File: src/rtl/debug_unit.sv
// Debug unit: a byte-oriented command monitor that sits between a serial
// link and a small accumulator CPU. It loads program memory from the host,
// resets and runs the CPU until it halts or the host aborts, single-steps it,
// and reports PC, accumulator and cycle counter back over the link.
module debug_unit #(
    parameter int NB_INSTRUC = 16,
    parameter int NB_OPCODE  = 5,
    parameter int NB_ADDR    = 11,
    parameter int NB_DATA    = 16,
    parameter int NB_BYTE    = 8
) (
    input  logic                  i_clk,
    input  logic                  i_rst,
    input  logic [NB_BYTE-1:0]    i_rx_data,
    input  logic                  i_rx_valid,
    output logic [NB_BYTE-1:0]    o_tx_data,
    output logic                  o_tx_start,
    input  logic                  i_tx_done,
    output logic                  o_prog_we,
    output logic [NB_ADDR-1:0]    o_prog_addr,
    output logic [NB_INSTRUC-1:0] o_prog_data,
    input  logic [NB_INSTRUC-1:0] i_instruc,
    input  logic [NB_ADDR-1:0]    i_cpu_pc,
    input  logic [NB_DATA-1:0]    i_cpu_acc,
    output logic                  o_cpu_en,
    output logic                  o_cpu_rst_n,
    output logic [2:0]            o_state
);

    localparam logic [NB_BYTE-1:0] CMD_LOAD  = NB_BYTE'(8'h4C);
    localparam logic [NB_BYTE-1:0] CMD_RUN   = NB_BYTE'(8'h52);
    localparam logic [NB_BYTE-1:0] CMD_STEP  = NB_BYTE'(8'h53);
    localparam logic [NB_BYTE-1:0] CMD_ABORT = NB_BYTE'(8'h41);
    localparam logic [NB_ADDR-1:0] ADDR_LAST = '1;
    localparam logic [15:0]        CNT_MAX   = 16'hFFFF;
    localparam logic [2:0]         LAST_BYTE = 3'd5;

    typedef enum logic [2:0] {
        ST_IDLE    = 3'd0,
        ST_LOAD_HI = 3'd1,
        ST_LOAD_LO = 3'd2,
        ST_CPU_RST = 3'd3,
        ST_RUN     = 3'd4,
        ST_STEP    = 3'd5,
        ST_SEND    = 3'd6
    } state_t;

    state_t state, state_next;

    logic [NB_ADDR-1:0]    load_addr;
    logic [NB_BYTE-1:0]    hi_byte;
    logic [15:0]           cycle_cnt;
    logic [15:0]           cnt_inc;
    logic [15:0]           snap_pc;
    logic [15:0]           snap_acc;
    logic [15:0]           snap_cnt;
    logic                  snap_pending;
    logic                  tx_busy;
    logic [2:0]            tx_idx;
    logic [NB_BYTE-1:0]    tx_byte;
    logic [NB_BYTE-1:0]    tx_data_q;
    logic                  tx_start_q;
    logic [NB_INSTRUC-1:0] load_word;
    logic                  load_halt;
    logic                  load_last;
    logic                  halt_op;
    logic                  abort_cmd;
    logic                  unused_instr_bits;

    assign halt_op           = (i_instruc[NB_INSTRUC-1 -: NB_OPCODE] == '0);
    assign abort_cmd         = i_rx_valid && (i_rx_data == CMD_ABORT);
    assign load_word         = NB_INSTRUC'({hi_byte, i_rx_data});
    assign load_halt         = (load_word[NB_INSTRUC-1 -: NB_OPCODE] == '0);
    assign load_last         = (load_addr == ADDR_LAST);
    assign cnt_inc           = (cycle_cnt == CNT_MAX) ? cycle_cnt : cycle_cnt + 16'd1;
    assign unused_instr_bits = ^i_instruc[NB_INSTRUC-NB_OPCODE-1:0];

    assign o_cpu_rst_n = i_rst && (state != ST_CPU_RST);
    assign o_prog_addr = load_addr;
    assign o_prog_data = o_prog_we ? load_word : '0;
    assign o_tx_data   = tx_data_q;
    assign o_tx_start  = tx_start_q;
    assign o_state     = state;

    // State register; reset drops straight back to IDLE from anywhere.
    always_ff @(posedge i_clk or negedge i_rst) begin
        if (!i_rst) state <= ST_IDLE;
        else        state <= state_next;
    end

    // Next-state decode plus the combinational CPU enable and write strobe,
    // so a HALT or abort gates the CPU in the very cycle it is seen.
    always_comb begin
        state_next = state;
        o_cpu_en   = 1'b0;
        o_prog_we  = 1'b0;
        case (state)
            ST_IDLE: begin
                if (i_rx_valid) begin
                    if (i_rx_data == CMD_LOAD)      state_next = ST_LOAD_HI;
                    else if (i_rx_data == CMD_RUN)  state_next = ST_CPU_RST;
                    else if (i_rx_data == CMD_STEP) state_next = ST_STEP;
                end
            end
            ST_LOAD_HI: begin
                if (i_rx_valid) state_next = ST_LOAD_LO;
            end
            ST_LOAD_LO: begin
                if (i_rx_valid) begin
                    o_prog_we  = 1'b1;
                    state_next = (load_halt || load_last) ? ST_IDLE : ST_LOAD_HI;
                end
            end
            ST_CPU_RST: state_next = ST_RUN;
            ST_RUN: begin
                if (halt_op || abort_cmd) state_next = ST_SEND;
                else                      o_cpu_en   = 1'b1;
            end
            ST_STEP: begin
                o_cpu_en   = 1'b1;
                state_next = ST_SEND;
            end
            ST_SEND: begin
                if (!snap_pending && tx_busy && i_tx_done && (tx_idx == LAST_BYTE))
                    state_next = ST_IDLE;
            end
            default: state_next = ST_IDLE;
        endcase
    end

    // Picks the report byte for the current position: PC, ACC, CNT, high first.
    always_comb begin
        tx_byte = '0;
        case (tx_idx)
            3'd0:    tx_byte = NB_BYTE'(snap_pc[15:8]);
            3'd1:    tx_byte = NB_BYTE'(snap_pc[7:0]);
            3'd2:    tx_byte = NB_BYTE'(snap_acc[15:8]);
            3'd3:    tx_byte = NB_BYTE'(snap_acc[7:0]);
            3'd4:    tx_byte = NB_BYTE'(snap_cnt[15:8]);
            3'd5:    tx_byte = NB_BYTE'(snap_cnt[7:0]);
            default: tx_byte = '0;
        endcase
    end

    // Datapath: load address/high byte, cycle counter, snapshot and the
    // transmit sequencer that waits for each byte's done strobe.
    always_ff @(posedge i_clk or negedge i_rst) begin
        if (!i_rst) begin
            load_addr    <= '0;
            hi_byte      <= '0;
            cycle_cnt    <= '0;
            snap_pc      <= '0;
            snap_acc     <= '0;
            snap_cnt     <= '0;
            snap_pending <= 1'b0;
            tx_busy      <= 1'b0;
            tx_idx       <= '0;
            tx_data_q    <= '0;
            tx_start_q   <= 1'b0;
        end else begin
            tx_start_q <= 1'b0;
            case (state)
                ST_IDLE: begin
                    if (i_rx_valid && (i_rx_data == CMD_LOAD)) load_addr <= '0;
                end
                ST_LOAD_HI: begin
                    if (i_rx_valid) hi_byte <= i_rx_data;
                end
                ST_LOAD_LO: begin
                    if (i_rx_valid)
                        load_addr <= (load_halt || load_last) ? '0 : load_addr + NB_ADDR'(1);
                end
                ST_CPU_RST: cycle_cnt <= '0;
                ST_RUN: begin
                    if (o_cpu_en) begin
                        cycle_cnt <= cnt_inc;
                    end else begin
                        snap_pc      <= 16'(i_cpu_pc);
                        snap_acc     <= 16'(i_cpu_acc);
                        snap_cnt     <= cycle_cnt;
                        snap_pending <= 1'b0;
                        tx_busy      <= 1'b0;
                        tx_idx       <= '0;
                    end
                end
                ST_STEP: begin
                    cycle_cnt    <= cnt_inc;
                    snap_pending <= 1'b1;
                    tx_busy      <= 1'b0;
                    tx_idx       <= '0;
                end
                ST_SEND: begin
                    if (snap_pending) begin
                        snap_pc      <= 16'(i_cpu_pc);
                        snap_acc     <= 16'(i_cpu_acc);
                        snap_cnt     <= cycle_cnt;
                        snap_pending <= 1'b0;
                    end else if (!tx_busy) begin
                        tx_start_q <= 1'b1;
                        tx_data_q  <= tx_byte;
                        tx_busy    <= 1'b1;
                    end else if (i_tx_done) begin
                        tx_busy <= 1'b0;
                        tx_idx  <= (tx_idx == LAST_BYTE) ? 3'd0 : tx_idx + 3'd1;
                    end
                end
                default: ;
            endcase
        end
    end

endmodule

File: config.mk
export PLATFORM = sky130hd
export DESIGN_NAME = debug_unit
export DESIGN_NICKNAME = d
export VERILOG_FILES = /design/src/rtl/debug_unit.sv
export SDC_FILE = /design/constraint.sdc
export NUM_CORES = 1
export LEC_CHECK = 0
export BUFFER_PORTS_ARGS = -buffer_cell sky130_fd_sc_hd__buf_2
export CORE_ASPECT_RATIO = 0.5
export CORE_MARGIN = 4
export CORE_UTILIZATION = 60
export CTS_CLUSTER_SIZE = 10
export DETAILED_ROUTE_END_ITERATION = 10
export GPL_TIMING_DRIVEN = 0
export PLACE_DENSITY = 0.94
export SKIP_CTS_REPAIR_TIMING = 1
export SLEW_MARGIN = 20
export SYNTH_ARGS = -nofsm -noshare
export SYNTH_HDL_FRONTEND = slang
export SYNTH_SLANG_ARGS = --single-unit
File: constraint.sdc
create_clock -name i_clk -period 3.7 [get_ports i_clk]
set_clock_uncertainty 0.2 [all_clocks]
set_input_delay 0.37 -clock i_clk [delete_from_list [all_inputs] [get_ports i_clk]]
set_output_delay 0.37 -clock i_clk [all_outputs]
set_load 0.05 [all_outputs]
=== After elaboration in Yosys (flattened, before gate mapping) ===
Cells that the tools add are included.

* Reductions and logical operators: 26
* Add/subtract/negate cells: 3
* Muxes and demuxes: 47
* Eq/ne operators: 31
* Bitwise gates (word level): 2

{| class="wikitable"
|+ Operators with widths
! cell !! number
|-
| 16-bit 2-to-1 mux || 9
|-
| 16-bit case mux with 2 select lines || 3
|-
| 16-bit case mux with 3 select lines || 1
|-
| 8-bit case mux with 6 select lines || 1
|-
| 3-bit 2-to-1 mux || 13
|-
| 11-bit 2-to-1 mux || 3
|-
| 8-bit by 7-bit equality test with 1-bit output (second input constant) || 4
|-
| 2-bit != test (second input constant) || 12
|-
| 11-bit case mux with 2 select lines || 1
|-
| 3-bit case mux with 7 select lines || 1
|-
| 16-bit by 1-bit adder with 16-bit output (second input constant) || 1
|-
| 16-bit equality test (second input constant) || 1
|-
| 3-bit equality test (second input constant) || 5
|-
| 3-bit by 2-bit equality test with 1-bit output (second input constant) || 4
|-
| 3-bit AND reduction || 4
|-
| 11-bit by 1-bit adder with 11-bit output (second input constant) || 1
|-
| 11-bit equality test (second input constant) || 1
|-
| 1-bit 2-to-1 mux || 11
|-
| 5-bit logical NOT || 2
|-
| 3-bit case mux with 3 select lines || 1
|-
| 3-bit by 1-bit equality test with 1-bit output (second input constant) || 2
|-
| 1-bit logical AND || 6
|-
| 3-bit logical NOT || 2
|-
| 1-bit case mux with 3 select lines || 2
|-
| other kinds (12) || 18
|}

* Output and inout port bits: 42
* Logic and storage cells: 121
* Flip-flop bits (word level): 100

=== Longest topological paths before layout ===
* Depth in word-level cells: 7
* Gate-level depth with buffers: 7
* Gate-level depth less buffers: 6

=== Worst setup path before layout ===
OpenSTA, ideal clock, no wires.

* Kind: register -> output
* From: register state[1], in the netlist o_state[1]
* To: output port o_prog_data[10]
* Stages on the path, launching flop included: 6
* Setup slack: 0.799 ns
* Data arrival time: 2.331 ns
* Data required time: 3.130 ns
* Cells stage by stage: dfrtp_1 -> clkbuf_1 -> and3_1 -> clkbuf_1 -> clkbuf_1 -> and2_1

* Longest elaborated chain between the ends: 3

{| class="wikitable"
|+ RTL lines
! element !! RTL line !! text
|-
| start: declaration || 48 || <nowiki>state_t state, state_next;</nowiki>
|-
| start signal: assignment || 88 || <nowiki>else state <= state_next;</nowiki>
|-
| 3-bit by 2-bit equality test with 1-bit output || 97 || <nowiki>case (state)</nowiki>
|-
| 1-bit 2-to-1 mux || 97 ||
|-
| named net o_prog_we || 19 || <nowiki>output logic o_prog_we,</nowiki>
|-
| 16-bit 2-to-1 mux || 80 || <nowiki>assign o_prog_data = o_prog_we ? load_word : '0;</nowiki>
|-
| end: declaration || 21 || <nowiki>output logic [NB_INSTRUC-1:0] o_prog_data,</nowiki>
|}

The timed path passes the listed nets, and every way through them passes these cells.

=== Final worst setup path ===
* From: register state[2], in the netlist o_state[2]
* To: output port o_prog_data[12]

* Longest elaborated chain between the ends: 3

{| class="wikitable"
|+ RTL lines
! element !! RTL line
|-
| 3-bit by 2-bit equality test with 1-bit output || 97
|-
| 1-bit 2-to-1 mux || 97
|-
| 16-bit 2-to-1 mux || 80
|}

Every way passes these cells.

==> results by group <==
Critical path
  • Crit end category: output port
  • Number of cells on the worst reg-to-reg path: 7
  • Worst reg2reg setup slack: 1.10 ns
  • Req. time, crit path: 3.13 ns
  • Worst setup path class: register to output port
  • Arr. time, crit path: ~2.3 ns
  • Worst setup path startpoint: o_state[2]
  • RR Startpoint: tx_idx[0]
  • Max Fanout on Critical Path: 10
  • CP endpoint: o_prog_data[12]
  • Worst r2r dst: o_tx_data[3]
  • CP Launch Type: register

Global route
  • Vias in the first global route: 3,995
  • Gr usage total: about a quarter
  • Grt ovf: 0
  • Initial antenna violation count: 0
  • Largest net degree at the start of global routing: 85
  • First-pass GRT wire length: 19,900 um

Synth
  • Area leader, netlist: dfrtp_1
  • Syn Inst Count: 414
  • EDFF count, synth: 0
  • Syn Nets: 472
  • Register area share after synthesis: 48.7%
  • Syn Area/Cell: 11.8 sq um
  • Warnings from Yosys: 0
  • Largest cells by area after synthesis: dfrtp_1 (49%), mux2_4 (12%), nand2_1 (2.8%)
  • Mapped cell area: between 0.004 and 0.005 sq mm
  • Main synth FF type: dfrtp_1
  • Async S/R FF share, synth: 100%
  • Synth cell types: 64
  • Seq cells post-synth: 95
  • Top cell type's share of synthesized area: 48.7%

STA
  • Max_slew headroom: ~56%
  • Final hold vios: 0
  • Transition time of the tightest slew-check pin: 0.654 ns
  • RSZ-0062 raised after global routing: no
  • Post-route setup TNS: 0 ns
  • Max Fclk: between 0.3 and 0.4 GHz
  • Hold WS: 0.0467 ns
  • Slew Viols, Final: 0
  • Final setup violation count: 0
  • Period utilization: 77.8%
  • Final critical-path required period: about 2.9 ns

Cells and area
  • Final instance area: 0.00579 sq mm
  • Fillers: 513
  • Layout cell share with drive strength beyond 1: about a third
  • Nets: 570
  • Fin cells: 625
  • Diode count: 0
  • Layout area overhead: 18.7%

Route
  • Final ANT Viol Nets: 0
  • # DRC: 0
  • First drt pass iteration count: 8
  • WL per Instance: 19.6 um
  • Via count: 3,931
  • Via/cell ratio: 6.29
  • Initial DRC Count: between 200 and 300
  • Final wirelength: 12,200 um

Hold path
  • Min-Delay Path Class: primary input to register
  • Hold path depth: 2
  • Hold Crit Start: i_cpu_pc[3]

Floorplan
  • # rows: 22
  • Die Y: 71.8 um
  • I/O pins: 97
  • Die extent in x: 136 um
  • Starting Density: between 60% and 70%
  • Core area: around 0.0076 sq mm
  • Area of the die: 0.00973 sq mm

Clock tree
  • Clock root cell: clkbuf_16
  • H-Tree Depth: 3
  • TritonCTS Buffers: 9
  • Clock Path Buffers: 2
  • Sink Count: 95
  • Clk slew on worst S/H paths: 0.06 ns
  • Clock Latency Late Sink: approximately 0.35 ns
  • CTS tree: built

Power
  • Leak pwr: 2.92 nW
  • Pwr Total: 3.42 mW
  • Power Dens Cells: 590 mW/mm^2
  • Maximum VDD drop: 0.000383 V

Place
  • HPWL after DPL: 8670 um
  • I/O Buffers: 85
  • Cell Area, Placed: 0.00547 sq mm
  • # placed instances: 608
  • RePlAce Congestion: between 0.8 and 0.9

Outcome
  • Status: finished, final reports clean

Job
  • Max_cap viols: 0
layer usage:
layer	GRT usage [%]	wire length (um)	vias up
li1	-	-	1757
met1	34.1	5260	1978
met2	43.4	5830	175
met3	7.15	949	21
met4	8.49	204	0
met5	0	0	-
registers in the layout (all words and copies together), names as in the netlist:
register      flops
o_state           3
tx_busy           1
snap_pc          11
snap_pending      1
cycle_cnt        16
hi_byte           8
tx_idx            3
snap_cnt         16
o_tx_start        1
o_tx_data         8
o_prog_addr      11
snap_acc         16
kinds of logic after synthesis:
logic type | Yosys count | share of synthesized area (%)
adder cells (fa/ha/maj) | 3 | 0.769
AND/OR/NAND/NOR | 139 | 16.3
multiplexers | 57 | 16.9
buffers and inverters | 30 | 3.15
flip-flops | 95 | 48.7
AO/OA/AOI/OAI | 90 | 14.2
how the worst min path moves through the flow:
stage / endpoint / slack [ns]
floorplan: cycle_cnt[0] / -0.13
global placement: hi_byte[1] / 0.28
detailed placement: o_prog_addr[5] / -0.002
CTS: hi_byte[5] / -0.38
global route: snap_pc[6] / 0.05
finish: snap_pc[3] / 0.05
power breakdown:
group | switching (mW) | internal [mW]
clock | 0.386 | 0.559
combinational | 0.447 | 0.442
sequential | 0.254 | 1.33
layout by cell type, fill, tap and decap left out, types with 9 or more instances in the layout:
master,instances
and2_1,20
o21ai_0,14
buf_2,88
nor3_1,9
clkbuf_16,9
a22o_1,13
nand3_1,10
clkbuf_1,11
mux2_4,40
nor2_1,14
dfrtp_1,95
a31oi_1,13
nand2_1,37
mux2_2,12
synthesized netlist by cell type (all sizes together), types with 4 or more instances:
cell / n
buf: 9
a222oi: 5
nor2b: 5
nand4: 5
o31a: 4
a31oi: 13
nand2: 37
or3: 5
and3: 7
a21oi: 5
nor2: 16
dfrtp: 95
a41oi: 5
nor3: 9
nand3: 12
a22oi: 8
and4: 5
inv: 9
and2: 20
clkbuf: 12
mux2: 53
a22o: 13
o21ai: 16
cell type report:
| cell class | count | area (sq um) | share of cell area, % |
|---|---|---|---|
| inverter | 9 | 38.8 | 0.670 |
| multi-input combinational | 289 | 2350 | 40.5 |
| clock buffer | 11 | 253 | 4.36 |
| clock inverter | 5 | 56.3 | 0.972 |
| timing repair buffer | 87 | 469 | 8.10 |
| buffer | 21 | 115 | 1.99 |
| tap | 108 | 135 | 2.33 |
| sequential | 95 | 2380 | 41.0 |
through the flow:
| step | setup WS (ns) | util [%] |
|---|---|---|
| after floorplan | 0.799 | - |
| after global placement | 0.654 | 71.6 |
| after detailed placement | 1.23 | 72.1 |
| after CTS | 0.838 | 76.1 |
| after global routing | 0.652 | 76.3 |
| final | 0.821 | 76.3 |
worst max-delay path, cell delays in order, from the launching register on:
cell and delay, ns:
dfrtp_1 0.41, nor2_1 0.33, and3_1 0.21, clkbuf_1 0.24, clkbuf_1 0.33, and2_1 0.18
buf_2 0.26
Power figures use the tool's default switching activity.
